`config.mk`:
```
export PLATFORM = sky130hd
export DESIGN_NAME = hamming_frame_encoder_flat
export DESIGN_NICKNAME = d
export VERILOG_FILES = /design/src/rtl/hamming_pkg.sv /design/src/rtl/hamming_frame_encoder_if.sv /design/src/rtl/hamming84_enc.sv /design/src/rtl/hamming_frame_encoder.sv /design/src/flat_wrapper.sv
export SDC_FILE = /design/constraint.sdc
export NUM_CORES = 1
export LEC_CHECK = 0
export CORE_ASPECT_RATIO = 0.8
export CORE_UTILIZATION = 52
export DETAILED_ROUTE_END_ITERATION = 6
export PLACE_DENSITY = 0.84
export SYNTH_ARGS = -nofsm -noshare
export SYNTH_HDL_FRONTEND = slang
export SYNTH_SLANG_ARGS = --single-unit
```
`constraint.sdc`:
```
create_clock -name clk -period 6.3 [get_ports clk]
set_input_delay 0.945 -clock clk [delete_from_list [all_inputs] [get_ports clk]]
set_output_delay 0.945 -clock clk [all_outputs]
set_load 0.02 [all_outputs]
```
`src/rtl/hamming_pkg.sv`:
```
// Shared definitions for the Hamming(8,4) SECDED link: codeword layout,
// encoder function and the syndrome map used by the decoder side.
package hamming_pkg;

    localparam int NIBBLES = 16;
    localparam int CW_W    = 8;

    // Bit i of a codeword is Hamming position i; bit 0 carries overall parity.
    localparam int POS_PAR = 0;
    localparam int POS_P1  = 1;
    localparam int POS_P2  = 2;
    localparam int POS_D1  = 3;
    localparam int POS_P4  = 4;
    localparam int POS_D2  = 5;
    localparam int POS_D3  = 6;
    localparam int POS_D4  = 7;

    typedef enum logic {
        IDLE,
        SEND
    } enc_state_t;

    typedef enum logic [1:0] {
        CW_OK,
        CW_SINGLE,
        CW_PARITY_ONLY,
        CW_DOUBLE
    } err_class_t;

    function automatic logic [CW_W-1:0] encode84(input logic [3:0] nib);
        logic [CW_W-1:0] cw;
        cw          = '0;
        cw[POS_D1]  = nib[0];
        cw[POS_D2]  = nib[1];
        cw[POS_D3]  = nib[2];
        cw[POS_D4]  = nib[3];
        cw[POS_P1]  = nib[0] ^ nib[1] ^ nib[3];
        cw[POS_P2]  = nib[0] ^ nib[2] ^ nib[3];
        cw[POS_P4]  = nib[1] ^ nib[2] ^ nib[3];
        cw[POS_PAR] = ^cw[CW_W-1:1];
        return cw;
    endfunction

    // Syndrome value equals the Hamming position of a single flipped bit (0 = none).
    function automatic logic [2:0] syndrome84(input logic [CW_W-1:0] cw);
        logic [2:0] s;
        s[0] = cw[POS_P1] ^ cw[POS_D1] ^ cw[POS_D2] ^ cw[POS_D4];
        s[1] = cw[POS_P2] ^ cw[POS_D1] ^ cw[POS_D3] ^ cw[POS_D4];
        s[2] = cw[POS_P4] ^ cw[POS_D2] ^ cw[POS_D3] ^ cw[POS_D4];
        return s;
    endfunction

    function automatic err_class_t classify84(input logic [CW_W-1:0] cw);
        logic [2:0] s;
        logic       odd;
        s   = syndrome84(cw);
        odd = ^cw;
        if (s == 3'd0 && !odd) return CW_OK;
        if (s == 3'd0 &&  odd) return CW_PARITY_ONLY;
        if (odd)               return CW_SINGLE;
        return CW_DOUBLE;
    endfunction

endpackage

```
`src/rtl/hamming_frame_encoder_if.sv`:
```
// Message-in / codeword-out stream bundle of the frame encoder.
// master = upstream + downstream environment, slave = the encoder.
interface hamming_frame_encoder_if #(
    parameter int NIBBLES = 16
);
    localparam int IDX_W = $clog2(NIBBLES);

    logic                   in_valid;
    logic                   in_ready;
    logic [4*NIBBLES-1:0]   in_message;
    logic                   out_valid;
    logic                   out_ready;
    logic [7:0]             out_data;
    logic [IDX_W-1:0]       out_idx;
    logic                   out_last;

    modport master (
        output in_valid, in_message, out_ready,
        input  in_ready, out_valid, out_data, out_idx, out_last
    );

    modport slave (
        input  in_valid, in_message, out_ready,
        output in_ready, out_valid, out_data, out_idx, out_last
    );

endinterface

```
`src/rtl/hamming84_enc.sv`:
```
// Combinational Hamming(8,4) SECDED encoder: one nibble in, one codeword out.
module hamming84_enc
    import hamming_pkg::*;
(
    input  logic [3:0]      nib,
    output logic [CW_W-1:0] cw
);

    assign cw = encode84(nib);

endmodule

```
`src/rtl/hamming_frame_encoder.sv`:
```
// Frame encoder: accepts a message, streams one SECDED codeword per nibble,
// and counts completed frames. Back-to-back frames run without a bubble.
module hamming_frame_encoder #(
    parameter int NIBBLES = 16,
    parameter int CNT_W   = 16
) (
    input  logic                    clk,
    input  logic                    rst_n,
    hamming_frame_encoder_if.slave  bus,
    output logic [CNT_W-1:0]        frames_sent
);
    import hamming_pkg::*;

    localparam int                MSG_W    = 4 * NIBBLES;
    localparam int                IDX_W    = $clog2(NIBBLES);
    localparam logic [IDX_W-1:0]  LAST_IDX = IDX_W'(NIBBLES - 1);

    enc_state_t         state;
    logic [MSG_W-1:0]   msg_q;
    logic [IDX_W-1:0]   cnt;
    logic [IDX_W-1:0]   next_cnt;
    logic               fire;
    logic               accept;
    logic [3:0]         nib_sel;
    logic [CW_W-1:0]    cw_next;

    assign fire         = bus.out_valid && bus.out_ready;
    assign bus.in_ready = (state == IDLE) || (fire && bus.out_last);
    assign accept       = bus.in_valid && bus.in_ready;
    assign next_cnt     = cnt + IDX_W'(1);
    assign bus.out_idx  = cnt;

    // The single encoder looks one codeword ahead: nibble 0 of the incoming
    // message on acceptance, otherwise the next nibble of the held message.
    // NOTE: every always_comb output gets a default first so no path leaves it unassigned (no latch).
    always_comb begin
        nib_sel = '0;
        if (accept) begin
            nib_sel = bus.in_message[3:0];
        end else begin
            nib_sel = msg_q[4*next_cnt +: 4];
        end
    end

    hamming84_enc u_enc (
        .nib (nib_sel),
        .cw  (cw_next)
    );

    // NOTE: sequential state uses non-blocking assignments only, so every register samples pre-edge values.
    always_ff @(posedge clk or negedge rst_n) begin
        if (!rst_n) begin
            state         <= IDLE;
            // NOTE: msg_q is a plain register, not a memory, so it is reset with the rest for a clean restart.
            msg_q         <= '0;
            cnt           <= '0;
            bus.out_valid <= 1'b0;
            bus.out_data  <= '0;
            bus.out_last  <= 1'b0;
            frames_sent   <= '0;
        end else begin
            if (fire && bus.out_last) begin
                frames_sent <= frames_sent + CNT_W'(1);
            end

            if (accept) begin
                state         <= SEND;
                msg_q         <= bus.in_message;
                cnt           <= '0;
                bus.out_valid <= 1'b1;
                bus.out_data  <= cw_next;
                bus.out_last  <= (LAST_IDX == '0);
            end else if (fire) begin
                if (bus.out_last) begin
                    state         <= IDLE;
                    bus.out_valid <= 1'b0;
                    bus.out_last  <= 1'b0;
                end else begin
                    cnt          <= next_cnt;
                    bus.out_data <= cw_next;
                    bus.out_last <= (next_cnt == LAST_IDX);
                end
            end
        end
    end

endmodule

```
`src/flat_wrapper.sv`:
```
// flat-port wrapper written by rule: the top's interface ports become plain ports
module hamming_frame_encoder_flat import hamming_pkg::*;
#(
    parameter int NIBBLES = 16,
    parameter int CNT_W   = 16
)
  (clk, rst_n, frames_sent, bus_in_valid, bus_in_message, bus_out_ready, bus_in_ready, bus_out_valid, bus_out_data, bus_out_idx, bus_out_last);
  hamming_frame_encoder_if #(.NIBBLES(NIBBLES)) bus_i ();
  input  logic clk;
  input  logic rst_n;
  output logic [CNT_W-1:0] frames_sent;
  input wire logic [$bits(bus_i.in_valid)-1:0] bus_in_valid;
  input wire logic [$bits(bus_i.in_message)-1:0] bus_in_message;
  input wire logic [$bits(bus_i.out_ready)-1:0] bus_out_ready;
  output wire logic [$bits(bus_i.in_ready)-1:0] bus_in_ready;
  output wire logic [$bits(bus_i.out_valid)-1:0] bus_out_valid;
  output wire logic [$bits(bus_i.out_data)-1:0] bus_out_data;
  output wire logic [$bits(bus_i.out_idx)-1:0] bus_out_idx;
  output wire logic [$bits(bus_i.out_last)-1:0] bus_out_last;
  assign bus_i.in_valid = bus_in_valid;
  assign bus_i.in_message = bus_in_message;
  assign bus_i.out_ready = bus_out_ready;
  assign bus_in_ready = bus_i.in_ready;
  assign bus_out_valid = bus_i.out_valid;
  assign bus_out_data = bus_i.out_data;
  assign bus_out_idx = bus_i.out_idx;
  assign bus_out_last = bus_i.out_last;
  hamming_frame_encoder #(.NIBBLES(NIBBLES), .CNT_W(CNT_W)) u_core (.clk(clk), .rst_n(rst_n), .bus(bus_i), .frames_sent(frames_sent));
endmodule
```
# Word level (Yosys, flattened, before mapping)
# Index checks and enable logic that the tools add are counted.
[word_totals] register_bits=94 inputBits=68 wordCells=40
[classes] addsub=2 n_eq_ne=2 shift=1 muxes=13 bitwise=7 reduce_logical=9
[ops] op="$shiftx 64x7->4" n=1
[ops] op="$mux 8" n=3
[ops] op="$add 16x1->16 const B" n=1
[ops] op="$mux 4" n=4
[ops] op="$reduce_xor 7->1" n=1
[ops] op="$mux 1" n=6
[ops] op="$xor 1x1->1" n=6
[ops] op="$add 4x1->4 const B" n=1
[ops] op="$eq 4x4->1 const B" n=1
[ops] op="$reduce_and 2->1" n=2
[ops] op="$reduce_bool 2->1" n=2
[ops] op="$logic_and 1x1->1" n=3
[ops] op="$ne 2x2->1 const B" n=1
[ops] op="$logic_or 1x1->1" n=1
[ops] op="$not 1->1" n=1

# Longest topological paths before layout
[depth] depth_word=11 depth_mapped=12 mapped_depth_nobuf=9

# By module
# Synthesis repeated with hierarchy kept, for this count alone.
[hier_totals] cells_unflattened=470 hier_area_um2=4460.5
[by_module_without_submodules] module="hamming_frame_encoder" n_inst=1 cells_each=462 area_each_um2=4327.9 seq_area_each_um2=2352.3
[by_module_without_submodules] module="hamming84_enc" n_inst=1 cells_each=8 area_each_um2=132.6 seq_area_each_um2=0.0

# Worst setup path after synthesis
# No wires, ideal clock.
[synth_timing] path_kind="register to register" from="reg u_core.cnt[1], in the netlist u_core.bus.out_idx[1]" to="reg u_core.bus.out_data[1]" setup_time_ns=0.130 arrival_ns=2.566 slack_ns=3.604 stages_incl_launch_ff=11 n_path_buf=1 synth_period_minus_slack_ns=2.696 path_cell_list="dfrtp_1 -> ha_1 -> xor2_2 -> buf_8 -> mux4_2 -> mux2_4 -> a21oi_2 -> a21oi_2 -> xnor2_2 -> xor2_1 -> o21ai_1"
[synth_via] elab_chain_cells=8
[synth_lines] element="from (decl)" line="hamming_frame_encoder.sv:20" text="logic [IDX_W-1:0] cnt;"
[synth_lines] element="from (signal assigned)" line="hamming_frame_encoder.sv:79" text="cnt <= next_cnt;"
[synth_lines] element="$add 4x1->4 (*)" line="hamming_frame_encoder.sv:30" text="assign next_cnt = cnt + IDX_W'(1);"
[synth_lines] element="$shiftx 64x7->4 (*)" line="hamming_frame_encoder.sv:41" text="nib_sel = msg_q[4*next_cnt +: 4];"
[synth_lines] element="$mux 4 (*)" line="hamming_frame_encoder.sv:38" text="if (accept) begin"
[synth_lines] element="$xor 1x1->1" line="hamming_pkg.sv:37" text="cw[POS_P1] = nib[0] ^ nib[1] ^ nib[3];"
[synth_lines] element="$xor 1x1->1 (*)" line="hamming_pkg.sv:37"
[synth_lines] element="$mux 8" line="hamming_frame_encoder.sv:74" text="if (bus.out_last) begin"
[synth_lines] element="$mux 8" line="hamming_frame_encoder.sv:73" text="end else if (fire) begin"
[synth_lines] element="$mux 8 (*)" line="hamming_frame_encoder.sv:66" text="if (accept) begin"
[synth_lines] element="to (signal assigned)" line="hamming_frame_encoder.sv:71" text="bus.out_data <= cw_next;"
[synth_lines] element="to (signal assigned)" line="hamming_frame_encoder.sv:80" text="bus.out_data <= cw_next;"
[synth_lines] element="to (decl)" line="hamming_frame_encoder_if.sv:24" text="output in_ready, out_valid, out_data, out_idx, out_last"
# Mark *: on every way between the ends. The rest lies on a longest branch, timed or not. The select of a mux whose other input is x is not followed.
# A chain may end at the register's enable or synchronous reset.

# Final worst setup path
[layout_timing] from="reg u_core.cnt[0], in the netlist u_core.bus.out_idx[0]" to="reg u_core.bus.out_data[1]"
# Same word-level chain as after synthesis.

==> results.cfg <==
[floorplan]
die_w_um = 105
die_h_um = 84.6
floorplan.die_area_sq_mm = 0.00890
std_cell_rows = 29
io_pins = 99
coreArea_sq_mm = 0.00809
start_util = 0.548

[finish]
final.fill_count = 651
num_antenna_cells = 0
layout-drive-gt1-share = 0.0667
regArea_sq_mm = 0.00235
fin_nets = 621
multi_input_area_sq_mm = 0.00193
area.growth.synth_to_final_pct = 26.4

[power_and_ir_drop]
seqPwrFrac = 0.373
p_comb_frac = 0.494
power.share.switching = 0.388
p_int_mw = 1.65
cellLeakagePower_nw = 2.71
power.switching_mw = 1.05
peakVddDrop_mv = 0.264
p_clk_frac = 0.133
power_density_mw_per_mm2 = 482

[clock_network]
cts_sinks = 94
clock_latency_ns = 0.36
cts_root_buf = clkbuf_8
htreeDepth = 3
clock_path_buffers = 2
cts_tree = built
clk_pin_slew_ns = 0.09
post_cts_resized = 0
post_cts_buffers = 0
cts_buffers = 9
cts-hold-fix-buffers = 0

[critical_path]
crit_path_start_kind = flip-flop
worst-r2r-setup-slack_ns = 2.82
critical_path_class = flip-flop to flip-flop
crit_arrival_ns = 3.72
crit_path_end_kind = flip-flop
critPathTopFamily = XOR/XNOR gates
r2r_start = u_core.bus.out_idx[0]
crit_buf_inv = 1
reg2reg_depth = 10
cp.required_ns = 6.54
r2r-end = u_core.bus.out_data[1]
critPathMaxFanout = 14
max_stage_delay_ns = 0.61
crit_chain = ha_1, xor2_2, buf_4, mux4_1, mux2_2, a21oi_1, a21oi_2, xnor2_2, xor2_1, o21ai_1
critPathSlowestCell = dfrtp_1

[sta]
setup_viol = 0
maxSlewHeadroom = 0.191
finalMaxSlewViolations = 0
rsz0062_at_grt = false
setup_tns_ns = 0
fin_skew_ns = 0.00975
tightestPinTransition_ns = 1.21
period_share = 0.553
finalHoldWorstSlack_ns = 0.477
period_needed_ns = 3.48
hold_viol = 0
fmax_ghz = 0.287

[yosys]
yosys_register_bits = 94
synth_top_family_by_area = simple AND/OR/NAND/NOR gates
yosys.area_share.adder = 0.00847
ys_seq_area_frac = 0.530
syn_area_sq_mm = 0.00443
syn_inst = 460
ys_types = 36
avgSynthCellArea_sq_um = 9.64
yosys_warnings = 0
synth-xor-area-share = 0.0607
synthMuxAreaShare = 0.0968
synth_compound_area_frac = 0.0370
synth.net_count = 531
post_synth_and_or_nand_nor_area_fraction = 0.233

[global_routing]
grt_pass1_vias = 3440
grt_max_degree = 76
grt_overflow = 0
antenna_found_initial = 0
grt.total_usage = 0.236
grt_pass1_wl_um = 16400

[outcome]
status = finished clean

[route]
wl_per_cell_um = 14.5
totalWireLength_um = 9620
drtPass1Iterations = 4
drtAntennaViolNets = 0
drt_iter0_drc = 186
drc_errors = 0
vias = 3474
vias_per_cell = 5.24

[place]
routabilityCongestion = 0.841
io_buffers = 98
hpwlAfterDp_um = 7080

[job]
drv_cap = 0

[worst_hold_path]
min-delay-path-class = primary input to async pin
-- cells in the mapped netlist (all sizes together) --
cell type	instances	area (sq um)
mux4	10	251
a21oi	12	75.1
ha	3	37.5
nand2	216	811
nand4	4	25.0
dfrtp	94	2350
clkbuf	11	81.3
inv	1	3.75
buf	11	66.3
mux2	3	37.5
a211oi	1	12.5
xor2	11	104
a41oi	1	8.76
and2	1	6.26
mux2i	14	140
nand3	11	55.1
and3	2	12.5
nor2b	2	12.5
xnor2	18	165
and4	2	17.5
or3	1	6.26
nand2b	1	6.26
a22oi	5	37.5
o21ai	6	30.0
nor2	17	66.3
or2	2	12.5
-- worst max-delay path by stage --
stage / start / to / depth (start not counted) / slack (ns)
3_5_place_dp: u_core.bus.out_idx[0] / u_core.bus.out_data[1] / 10 / 2.83
4_1_cts: u_core.bus.out_idx[0] / u_core.bus.out_data[1] / 10 / 2.82
5_1_grt: u_core.bus.out_idx[0] / u_core.bus.out_data[1] / 10 / 2.64
6_report: u_core.bus.out_idx[0] / u_core.bus.out_data[1] / 10 / 2.82
3_3_place_gp: u_core.bus.out_idx[0] / u_core.bus.out_data[1] / 10 / 2.93
2_1_floorplan: u_core.bus.out_idx[1] / u_core.bus.out_data[1] / 10 / 3.60
-- per-layer routing --
layer / wire (um) / global-route usage / up-vias
met5: 0 / 0 / -
met4: 99 / 0.0717 / 0
met3: 532 / 0.0474 / 10
met2: 4730 / 0.388 / 113
met1: 4260 / 0.320 / 1681
li1: - / - / 1670
-- power groups by stage --
| stage | clock network (mW) | registers [mW] | logic, mW |
|---|---|---|---|
| after floorplan | 0 | 1.01 | 1.04 |
| after detailed placement | 0 | 1.02 | 1.34 |
| final | 0.360 | 1.01 | 1.33 |
| after CTS | 0.368 | 1.01 | 1.34 |
| after global placement | 0 | 1.01 | 1.29 |
| after global routing | 0.395 | 1.03 | 1.46 |
-- placed cells by master, fill, tap and decap left out, types with 2 or more instances in the layout --
| cell | instances |
|---|---|
| mux2_2 | 2 |
| dfrtp_1 | 94 |
| mux4_1 | 7 |
| clkbuf_8 | 10 |
| nor2_1 | 16 |
| nand4_1 | 4 |
| buf_4 | 4 |
| ha_1 | 3 |
| a22oi_1 | 5 |
| and3_1 | 2 |
| xor2_1 | 10 |
| nor2b_1 | 2 |
| clkinv_2 | 2 |
| xnor2_1 | 17 |
| or2_2 | 2 |
| a21oi_2 | 4 |
| nand3_1 | 11 |
| o21ai_1 | 4 |
| o21ai_0 | 2 |
| mux2i_1 | 14 |
| nand2_1 | 215 |
| clkinv_4 | 2 |
| mux4_2 | 3 |
| clkdlybuf4s50_1 | 97 |
| a21oi_1 | 8 |
| and4_1 | 2 |
-- cells by family (layout without fill, tap and decap cells) --
group,count (synthesis),after routing
XOR/XNOR,29,29
AND/OR/NAND/NOR,259,259
buffers and inverters,23,118
flip-flops,94,94
multiplexers,27,27
AO/OA/AOI/OAI,25,25
adder cells (fa/ha/maj),3,3
-- registers in the layout, summed over array words and instances (netlist names) --
| signal | cells |
|---|---|
| u_core.bus.out_valid | 1 |
| u_core.bus.out_data | 8 |
| u_core.frames_sent | 16 |
| u_core.bus.out_last | 1 |
| u_core.msg_q | 64 |
| u_core.bus.out_idx | 4 |
-- final cells by class --
| cell class | count | share of cell area |
|---|---|---|
| multi-input cells | 343 | 0.345 |
| clock buffers | 11 | 0.0252 |
| inverters | 1 | 0.000670 |
| well taps | 108 | 0.0241 |
| repair buffers | 101 | 0.179 |
| clock inverters | 5 | 0.00625 |
| flip-flops and latches | 94 | 0.420 |
-- through the flow --
step | power (mW) | util | std cells | setup slack [ns] | area, sq um
6_report | 2.70 | 0.692 | 663 | 2.82 | 5600
5_1_grt | 2.89 | 0.692 | 663 | 2.64 | 5600
2_1_floorplan | 2.05 | - | 460 | 3.60 | 4430
3_5_place_dp | 2.36 | 0.671 | 647 | 2.83 | 5430
3_3_place_gp | 2.30 | 0.671 | 647 | 2.93 | 5430
4_1_cts | 2.72 | 0.692 | 663 | 2.82 | 5600
Power figures use the tool's default switching activity.
